$ cat src/rtl/clock_pkg.sv
// ============================================================================
// Module   : clock_pkg
// Brief    : Field widths, limits, time struct and helpers for digital_clock_hms.
// Revision : 1.0
// ============================================================================
`default_nettype none

package clock_pkg;

  localparam int HR_W  = 5;
  localparam int MIN_W = 6;
  localparam int SEC_W = 6;

  localparam logic [SEC_W-1:0] SEC_MAX = 6'd59;
  localparam logic [MIN_W-1:0] MIN_MAX = 6'd59;
  localparam logic [HR_W-1:0]  HR_MAX  = 5'd23;

  typedef struct packed {
    logic [HR_W-1:0]  hours;
    logic [MIN_W-1:0] minutes;
    logic [SEC_W-1:0] seconds;
  } clock_time_t;

  function automatic logic time_valid(input clock_time_t t);
    return (t.hours <= HR_MAX) && (t.minutes <= MIN_MAX) && (t.seconds <= SEC_MAX);
  endfunction

  // Midnight shows as 12; afternoon hours fold down by 12.
  function automatic logic [HR_W-1:0] hours_12h(input logic [HR_W-1:0] h);
    if (h == '0)
      return 5'd12;
    else if (h > 5'd12)
      return h - 5'd12;
    else
      return h;
  endfunction

endpackage

`default_nettype wire

$ cat src/rtl/clock_prescaler.sv
// ============================================================================
// Module   : clock_prescaler
// Brief    : Divides clk down to a one-per-second tick; clear restarts the count.
// Revision : 1.0
// ============================================================================
`default_nettype none

module clock_prescaler #(
  parameter int CLK_PER_SEC = 10
) (
  input  logic clk,
  input  logic reset,
  input  logic en,
  input  logic clear,
  output logic tick
);

  localparam int CNT_W = (CLK_PER_SEC > 1) ? $clog2(CLK_PER_SEC) : 1;
  localparam logic [CNT_W-1:0] TERM_CNT = CNT_W'(CLK_PER_SEC - 1);

  logic [CNT_W-1:0] r_cnt;
  logic             w_term;

  assign w_term = (r_cnt == TERM_CNT);
  assign tick   = en && w_term;

  always_ff @(posedge clk) begin
    if (reset || clear)
      r_cnt <= '0;
    else if (en)
      r_cnt <= w_term ? '0 : r_cnt + CNT_W'(1);
  end

endmodule

`default_nettype wire

$ cat src/rtl/digital_clock_hms.sv
// ============================================================================
// Module   : digital_clock_hms
// Brief    : HH:MM:SS clock with load, 12/24 h display; CLOCK_ALARM_EN adds alarm.
// Revision : 1.0
// ============================================================================
`default_nettype none

module digital_clock_hms
  import clock_pkg::*;
#(
  parameter int CLK_PER_SEC = 10,
  parameter int START_24H   = 1
) (
  input  logic             clk,
  input  logic             reset,
  input  logic             en,
  input  logic             load,
  input  logic [HR_W-1:0]  load_h,
  input  logic [MIN_W-1:0] load_m,
  input  logic [SEC_W-1:0] load_s,
  input  logic             mode_toggle,
`ifdef CLOCK_ALARM_EN
  input  logic             alarm_set,
  input  logic [HR_W-1:0]  alarm_h,
  input  logic [MIN_W-1:0] alarm_m,
  input  logic             alarm_arm,
  output logic             alarm_hit,
`endif
  output logic [SEC_W-1:0] seconds,
  output logic [MIN_W-1:0] minutes,
  output logic [HR_W-1:0]  hours,
  output logic             pm,
  output logic             tick_1s,
  output logic             day_wrap,
  output logic             load_err
);

  localparam logic            RST_MODE_24H = (START_24H != 0);
  localparam logic [HR_W-1:0] RST_HOURS    = RST_MODE_24H ? 5'd0 : 5'd12;

  clock_time_t     r_time, w_next, w_load_time;
  logic            r_mode_24h, w_next_mode;
  logic [HR_W-1:0] r_hours_disp;
  logic            r_pm, r_tick, r_day_wrap, r_load_err;
  logic            w_tick, w_load_ok, w_adv, w_wrap;

  assign w_load_time = '{hours: load_h, minutes: load_m, seconds: load_s};
  assign w_load_ok   = load && time_valid(w_load_time);

  clock_prescaler #(
    .CLK_PER_SEC (CLK_PER_SEC)
  ) u_prescaler (
    .clk   (clk),
    .reset (reset),
    .en    (en),
    .clear (w_load_ok),
    .tick  (w_tick)
  );

  // A valid load takes priority over a coincident tick.
  assign w_adv  = w_tick && !w_load_ok;
  assign w_wrap = w_adv && (r_time.hours == HR_MAX) && (r_time.minutes == MIN_MAX)
                  && (r_time.seconds == SEC_MAX);
  assign w_next_mode = r_mode_24h ^ mode_toggle;

  always_comb begin
    w_next = r_time;
    if (w_load_ok) begin
      w_next = w_load_time;
    end else if (w_adv) begin
      if (r_time.seconds == SEC_MAX) begin
        w_next.seconds = '0;
        if (r_time.minutes == MIN_MAX) begin
          w_next.minutes = '0;
          w_next.hours   = (r_time.hours == HR_MAX) ? '0 : r_time.hours + 5'd1;
        end else begin
          w_next.minutes = r_time.minutes + 6'd1;
        end
      end else begin
        w_next.seconds = r_time.seconds + 6'd1;
      end
    end
  end

  // Display hours and pm are registered from next-state so every output is a flop.
  always_ff @(posedge clk) begin
    if (reset) begin
      r_time       <= '0;
      r_mode_24h   <= RST_MODE_24H;
      r_hours_disp <= RST_HOURS;
      r_pm         <= 1'b0;
      r_tick       <= 1'b0;
      r_day_wrap   <= 1'b0;
      r_load_err   <= 1'b0;
    end else begin
      r_time       <= w_next;
      r_mode_24h   <= w_next_mode;
      r_hours_disp <= w_next_mode ? w_next.hours : hours_12h(w_next.hours);
      r_pm         <= (w_next.hours >= 5'd12);
      r_tick       <= w_adv;
      r_day_wrap   <= w_wrap;
      r_load_err   <= load && !w_load_ok;
    end
  end

  assign seconds  = r_time.seconds;
  assign minutes  = r_time.minutes;
  assign hours    = r_hours_disp;
  assign pm       = r_pm;
  assign tick_1s  = r_tick;
  assign day_wrap = r_day_wrap;
  assign load_err = r_load_err;

`ifdef CLOCK_ALARM_EN
  logic [HR_W-1:0]  r_alarm_h;
  logic [MIN_W-1:0] r_alarm_m;
  logic             r_alarm_hit, w_alarm_match;

  assign w_alarm_match = alarm_arm && (w_adv || w_load_ok)
                         && (w_next.hours == r_alarm_h) && (w_next.minutes == r_alarm_m)
                         && (w_next.seconds == '0);

  always_ff @(posedge clk) begin
    if (reset) begin
      r_alarm_h   <= '0;
      r_alarm_m   <= '0;
      r_alarm_hit <= 1'b0;
    end else begin
      if (alarm_set && (alarm_h <= HR_MAX) && (alarm_m <= MIN_MAX)) begin
        r_alarm_h <= alarm_h;
        r_alarm_m <= alarm_m;
      end
      r_alarm_hit <= w_alarm_match;
    end
  end

  assign alarm_hit = r_alarm_hit;
`endif

endmodule

`default_nettype wire
$ cat config.mk
export PLATFORM = sky130hd
export DESIGN_NAME = digital_clock_hms
export DESIGN_NICKNAME = d
export VERILOG_FILES = /design/src/rtl/clock_pkg.sv /design/src/rtl/clock_prescaler.sv /design/src/rtl/digital_clock_hms.sv
export SDC_FILE = /design/constraint.sdc
export NUM_CORES = 1
export LEC_CHECK = 0
export CAP_MARGIN = 30
export CORE_MARGIN = 2
export CORE_UTILIZATION = 49
export DETAILED_ROUTE_END_ITERATION = 10
export PLACE_DENSITY = 0.82
export SKIP_CTS_REPAIR_TIMING = 1
export SYNTH_ARGS = -nofsm -noshare
export SYNTH_HDL_FRONTEND = slang
export SYNTH_SLANG_ARGS = --single-unit
$ cat constraint.sdc
create_clock -name clk -period 3.06 [get_ports clk]
set_input_delay 0.459 -clock clk [delete_from_list [all_inputs] [get_ports clk]]
set_output_delay 0.459 -clock clk [all_outputs]
set_load 0.005 [all_outputs]
==> reports/results.tsv, run 1 <==
metric	value	unit
drt_iter0_drc	95	
maxCapViolations	0	
final_core_util	0.669	
synth_nets	236	
yosys.area_share.simple	0.309	
r2r-end	hours[2]	
mostFrequentLayoutCells	clkdlybuf4s50_1 (42), dfxtp_1 (31), nor2_1 (23), nor3_1 (20), nand2_1 (17)	
min_period_over_period	0.887	
diodes	0	
crit_type	in2reg	
cts_max_level	2	
syn2layout_area_growth	30.1	%
antenna_found_initial	0	
fin_nets	280	
cts_buffers	5	
clkTransAtPathRegs	0.10	ns
ir_drop	0.000235	V
final-hold-violation-count	0	
drt_wl_total	4160	um
grt_pass1_wl	6870	um
clockRootBuffer	clkbuf_4	
synth_area_leaders	dfxtp_1 (36%), nor3_1 (5.8%), buf_4 (5.2%)	
num_rows	21	
worstHoldPathType	reg2reg	
endpoint	hours[2]	
synth-seq-cells	31	
grt_max_degree	22	
yosysTopAreaCell	dfxtp_1	
cp_max_fo	6	
pwr_density_cell	403	nW/um2
syn_area	1730	um2
async_flop_share	0	
synth_edf_count	0	
die_h	63.4	um
avgRoutedWirePerCell	13.9	um
run_status	finished clean	
syn_inst	209	
fin_area	2250	um2
vias	1723	
yosys_most_used_dff	dfxtp_1	
fmax	368	MHz
synth-adder-area-share	0.0362	
clkSinkCount	31	
drive_gt1_frac	0.118	
firstDrtPassIters	4	
drcViolationCount	0	
rsz0062_at_grt	false	
worstMarginPinSlew	0.760	ns
yosysTopAreaCellShare	0.359	
r2r_slack	0.37	ns
dp_hpwl	3140	um
start_util	0.514	
dieArea	4020	um2
min_period	2.71	ns
synth-compound-area-share	0.192	
chipWidth	63.4	um
synthMuxAreaShare	0	
clock_path_buffers	2	
place_congestion	0.886	
required	3.33	ns
setup.worst_path.end_class	flip-flop	
p_leak	0.828	nW
crit_start	en	
yosys_warnings	0	
synth_top_family_by_area	simple AND/OR/NAND/NOR gates	
synth_cell_types	46	
final_common_cell	clkdlybuf4s50_1	
io_pins	43	
ant_nets	0	
grt_remaining_overflow	0	
avgSynthCellArea	8.27	um2
clock_latency	0.33	ns
grt_use_total	0.215	
synth.yosys.seq_area_share	0.359	
grt_pass1_vias	1530	
final_max_slew_viol_count	0	
placed_area	2200	um2
whs_path_depth	2	
vias_per_cell	5.74	
ff2ff_path_depth	10	
start_kind	input port	
port_buffers	42	
max-slew-margin-rel	0.492	
setup_viol	0	
reg2reg_from	r_time[12]	
synth_xor_area_frac	0.0152	
fin_skew	0.00849	ns
core-area	3360	um2
tritoncts	done	
arrival	2.98	ns
## worst max-delay path, stage by stage
cell and delay (ns):
clkdlybuf4s50_1 0.47, and4b_2 0.28, nand4_4 0.10, or4_4 0.56, a31oi_4 0.25, and4b_4 0.24, or4_1 0.46, a31oi_1 0.16
## synthesized netlist by cell type, types with 3 or more instances
master and n:
a211oi_1 6, nand3_1 5, a31oi_1 3, clkbuf_1 7, and2_1 3, ha_1 5
a21oi_1 6, dfxtp_1 31, nor2b_1 4, buf_4 12, a311oi_1 6, nand2_1 17
nor2_1 23, nand4_1 4, o21ai_0 8, inv_1 9, nor3_1 20
## logic make-up after synthesis
| kind of cell | after synthesis |
|---|---|
| compound gates | 45 |
| xor+xnor | 3 |
| fa+ha+maj | 5 |
| buf+inv | 29 |
| flops | 31 |
| simple gates | 96 |
## per-layer routing
metal	vias up	global-route usage	wire (um)
met1	812	0.255	1870
li1	852	-	-
met2	48	0.366	2000
met3	11	0.0536	201
met5	-	0	0
met4	0	0.0924	87
## registers in the layout, summed over array words and instances, names as in the netlist
signal / cells
u_prescaler.r_cnt: 4
day_wrap: 1
r_mode_24h: 1
hours: 5
load_err: 1
r_time: 5
tick_1s: 1
pm: 1
seconds: 6
minutes: 6
## cell type report
cell class	instances	area, um2
flip-flops and latches	31	621
clock buffers	7	45.0
inverters	9	33.8
clock inverters	1	5.00
repair buffers	57	533
well taps	46	57.6
multi-input cells	149	955
fillers	325	1110
## power by group
part	internal, W	total, W	switching, W	leakage, nW
clock network	0.0000894	0.000229	0.000140	0.0293
logic	0.000123	0.000215	0.0000918	0.543
registers	0.000434	0.000463	0.0000283	0.256
## worst min path at each step
stage | slack [ns] | endpoint | from
2_1_floorplan | 0.48 | u_prescaler.r_cnt[3] | u_prescaler.r_cnt[3]
3_3_place_gp | 0.51 | minutes[1] | minutes[1]
3_5_place_dp | 0.51 | minutes[1] | minutes[1]
4_1_cts | 0.52 | minutes[1] | minutes[1]
5_1_grt | 0.56 | minutes[4] | minutes[4]
6_report | 0.52 | minutes[1] | minutes[1]
## through the flow
step	total power, W	hold slack [ns]	instances	setup slack, ns	setup TNS (ns)
final	0.000907	0.521	300	0.345	0
after global routing	0.000959	0.565	300	0.0997	0
after global placement	0.000682	0.506	292	0.0306	0
after CTS	0.000918	0.523	300	0.355	0
after detailed placement	0.000686	0.509	292	-0.000522	-0.000522
after floorplan	0.000584	0.477	209	0.333	0
Power figures use the tool's default switching activity.
==> run 2: changes to the inputs <==
--- a/config.mk
+++ b/config.mk
@@ -10,6 +10,7 @@
 export CORE_UTILIZATION = 49
 export DETAILED_ROUTE_END_ITERATION = 10
 export PLACE_DENSITY = 0.82
+export REMOVE_ABC_BUFFERS = 1
 export SKIP_CTS_REPAIR_TIMING = 1
 export SYNTH_ARGS = -nofsm -noshare
 export SYNTH_HDL_FRONTEND = slang
==> run 2 against run 1 <==
Against the previous run:
- combinational power up 3%
- critical path depth is 2 higher
- utilization is 0.63 points higher
- sequential share of layout area down 0.26 points
- die area unchanged
- worst setup slack worse by 0.0038 ns
- clock skew is 0.00057 ns higher
- sequential cell count is the same
- final cell count rose by 0.33%
- wire length shrank 2.8%
- power grew 2.6%
- non-clock buffer count grew 2
- largest cell class unchanged
- largest power group unchanged
==> reports/results.tsv, run 2 (synthesized netlist as in run 1, its figures left out) <==
metric	value	unit	change
grt_max_degree	19		-14%
fill_cells	303		-6.8%
antenna_found_initial	0		unchanged
grt_pass1_vias	1620		+5.9%
start_util	0.514		unchanged
grt_pass1_wl	7040	um	+2.5%
grt.met2_usage	0.350		-0.0158
pwr_density_cell	410	nW/um2	+1.7%
power_frac_comb	0.238		about the same
grt.met3_usage	0.0571		+0.00357
die_h	63.4	um	unchanged
drive_gt1_frac	0.129		+0.0113
fin_nets	282		+0.71%
clkPwrFrac	0.266		+0.013
grt_use_total	0.220		+0.00472
dp_hpwl	3040	um	-3.2%
drcViolationCount	0		unchanged
clockRootBuffer	clkbuf_4		
run_status	finished clean		
start_kind	flip-flop		
worstHoldPathType	reg2reg		
fin_skew	0.00906	ns	+0.000571 ns
avgRoutedWirePerCell	13.4	um	-3.1%
dieArea	4020	um2	unchanged
final-hold-violation-count	0		unchanged
min_period	2.72	ns	+0.00375 ns
clkSinkCount	31		unchanged
final.setup.tns	0	ns	unchanged
cts_max_level	2		unchanged
drt_iter0_drc	138		+45%
core-area	3360	um2	unchanged
port_buffers	42		unchanged
clock_path_buffers	2		unchanged
tritoncts	done		
vias	1687		-2.1%
cts_buffers	5		unchanged
setup.worst_path.end_class	flip-flop		
max-slew-margin-rel	0.639		+0.148
setup_viol	0		unchanged
p_leak	0.842	nW	+1.8%
use_met1	0.269		+0.0138
fin_hold_ws	0.527	ns	+0.00635 ns
crit_type	reg2reg		
io_pins	43		unchanged
clkTransAtPathRegs	0.10	ns	about the same
final_common_cell	clkdlybuf4s50_1		
reg_top3	minutes (6), seconds (6)		
syn2layout_area_growth	31.3	%	
arrival	2.99	ns	about the same
worstMarginPinSlew	0.539	ns	-0.221 ns
rsz0062_at_grt	false		
reg2reg_from	r_time[12]		
cp_max_fo	5		-1
ir_drop	0.000218	V	-7.0%
p_sw	0.000262	W	+1.0%
final_max_slew_viol_count	0		unchanged
maxCapViolations	0		unchanged
grt_remaining_overflow	0		unchanged
intPower	0.000669	W	+3.3%
min_period_over_period	0.888		+0.00123
mostFrequentLayoutCells	clkdlybuf4s50_1 (42), dfxtp_1 (31), nor2_1 (23), nor3_1 (20)		
seqPwrFrac	0.496		-0.014
ant_nets	0		unchanged
drt_wl_total	4040	um	-2.8%
vias_per_cell	5.60		-2.4%
p_sw_frac	0.282		-0.00447
worstHoldStart	seconds[1]		
diodes	0		unchanged
required	3.33	ns	about the same
place_congestion	0.869		-1.9%
crit_start	r_time[12]		
chipWidth	63.4	um	unchanged
clock_latency	0.34	ns	about the same
firstDrtPassIters	4		unchanged
fmax	368	MHz	-0.14%
busiest_layer	met2		
num_rows	21		unchanged
## run 2: power by group through the flow
| stage | Sequential [W] | Combinational, W | Clock [W] |
|---|---|---|---|
| 2_1_floorplan | 0.000468 | 0.0000938 | 0 |
| 3_3_place_gp | 0.000470 | 0.000217 | 0 |
| 3_5_place_dp | 0.000471 | 0.000221 | 0 |
| 4_1_cts | 0.000462 | 0.000222 | 0.000251 |
| 5_1_grt | 0.000467 | 0.000246 | 0.000271 |
| 6_report | 0.000462 | 0.000221 | 0.000248 |
## run 2: stage by stage
stage	utilization	std cells	worst slack (ns)	instance area [um2]	power (W)
6_report	0.675	301	0.341	2270	0.000931
5_1_grt	0.675	301	0.203	2270	0.000984
4_1_cts	0.675	301	0.356	2270	0.000935
2_1_floorplan	-	189	0.0871	1610	0.000562
3_5_place_dp	0.658	294	0.00517	2210	0.000692
3_3_place_gp	0.658	294	0.0528	2210	0.000688
## run 2: layout make-up
cell class | count | area [um2] | area share
Timing Repair Buffer | 59 | 548 | 0.241
Multi-Input combinational cell | 149 | 955 | 0.420
Clock inverter | 1 | 5.00 | 0.00220
Sequential cell | 31 | 621 | 0.273
Inverter | 9 | 33.8 | 0.0149
Clock buffer | 6 | 51.3 | 0.0226
Tap cell | 46 | 57.6 | 0.0253
## run 2: worst paths after layout
path                 to  slack [ns]  cells after the start
max            hours[2]        0.34                     10
min          seconds[1]        0.53                      2
max reg2reg    hours[2]        0.34                     10
min reg2reg  seconds[1]        0.53                      2
## run 2: routing by layer
metal | vias up | routed length [um]
met4 | 0 | 74
met2 | 52 | 1870
li1 | 859 | -
met5 | - | 0
met3 | 10 | 239
met1 | 766 | 1860
## run 2: worst max-delay path, stage by stage, from the launching register on
cell and delay, ns:
dfxtp_1 0.40, ha_1 0.23, nand2_1 0.11, nor3b_1 0.39, o41ai_1 0.13, o22ai_1 0.21, inv_1 0.12, ha_1 0.21
and4b_4 0.22, or4_1 0.46, a31oi_1 0.17
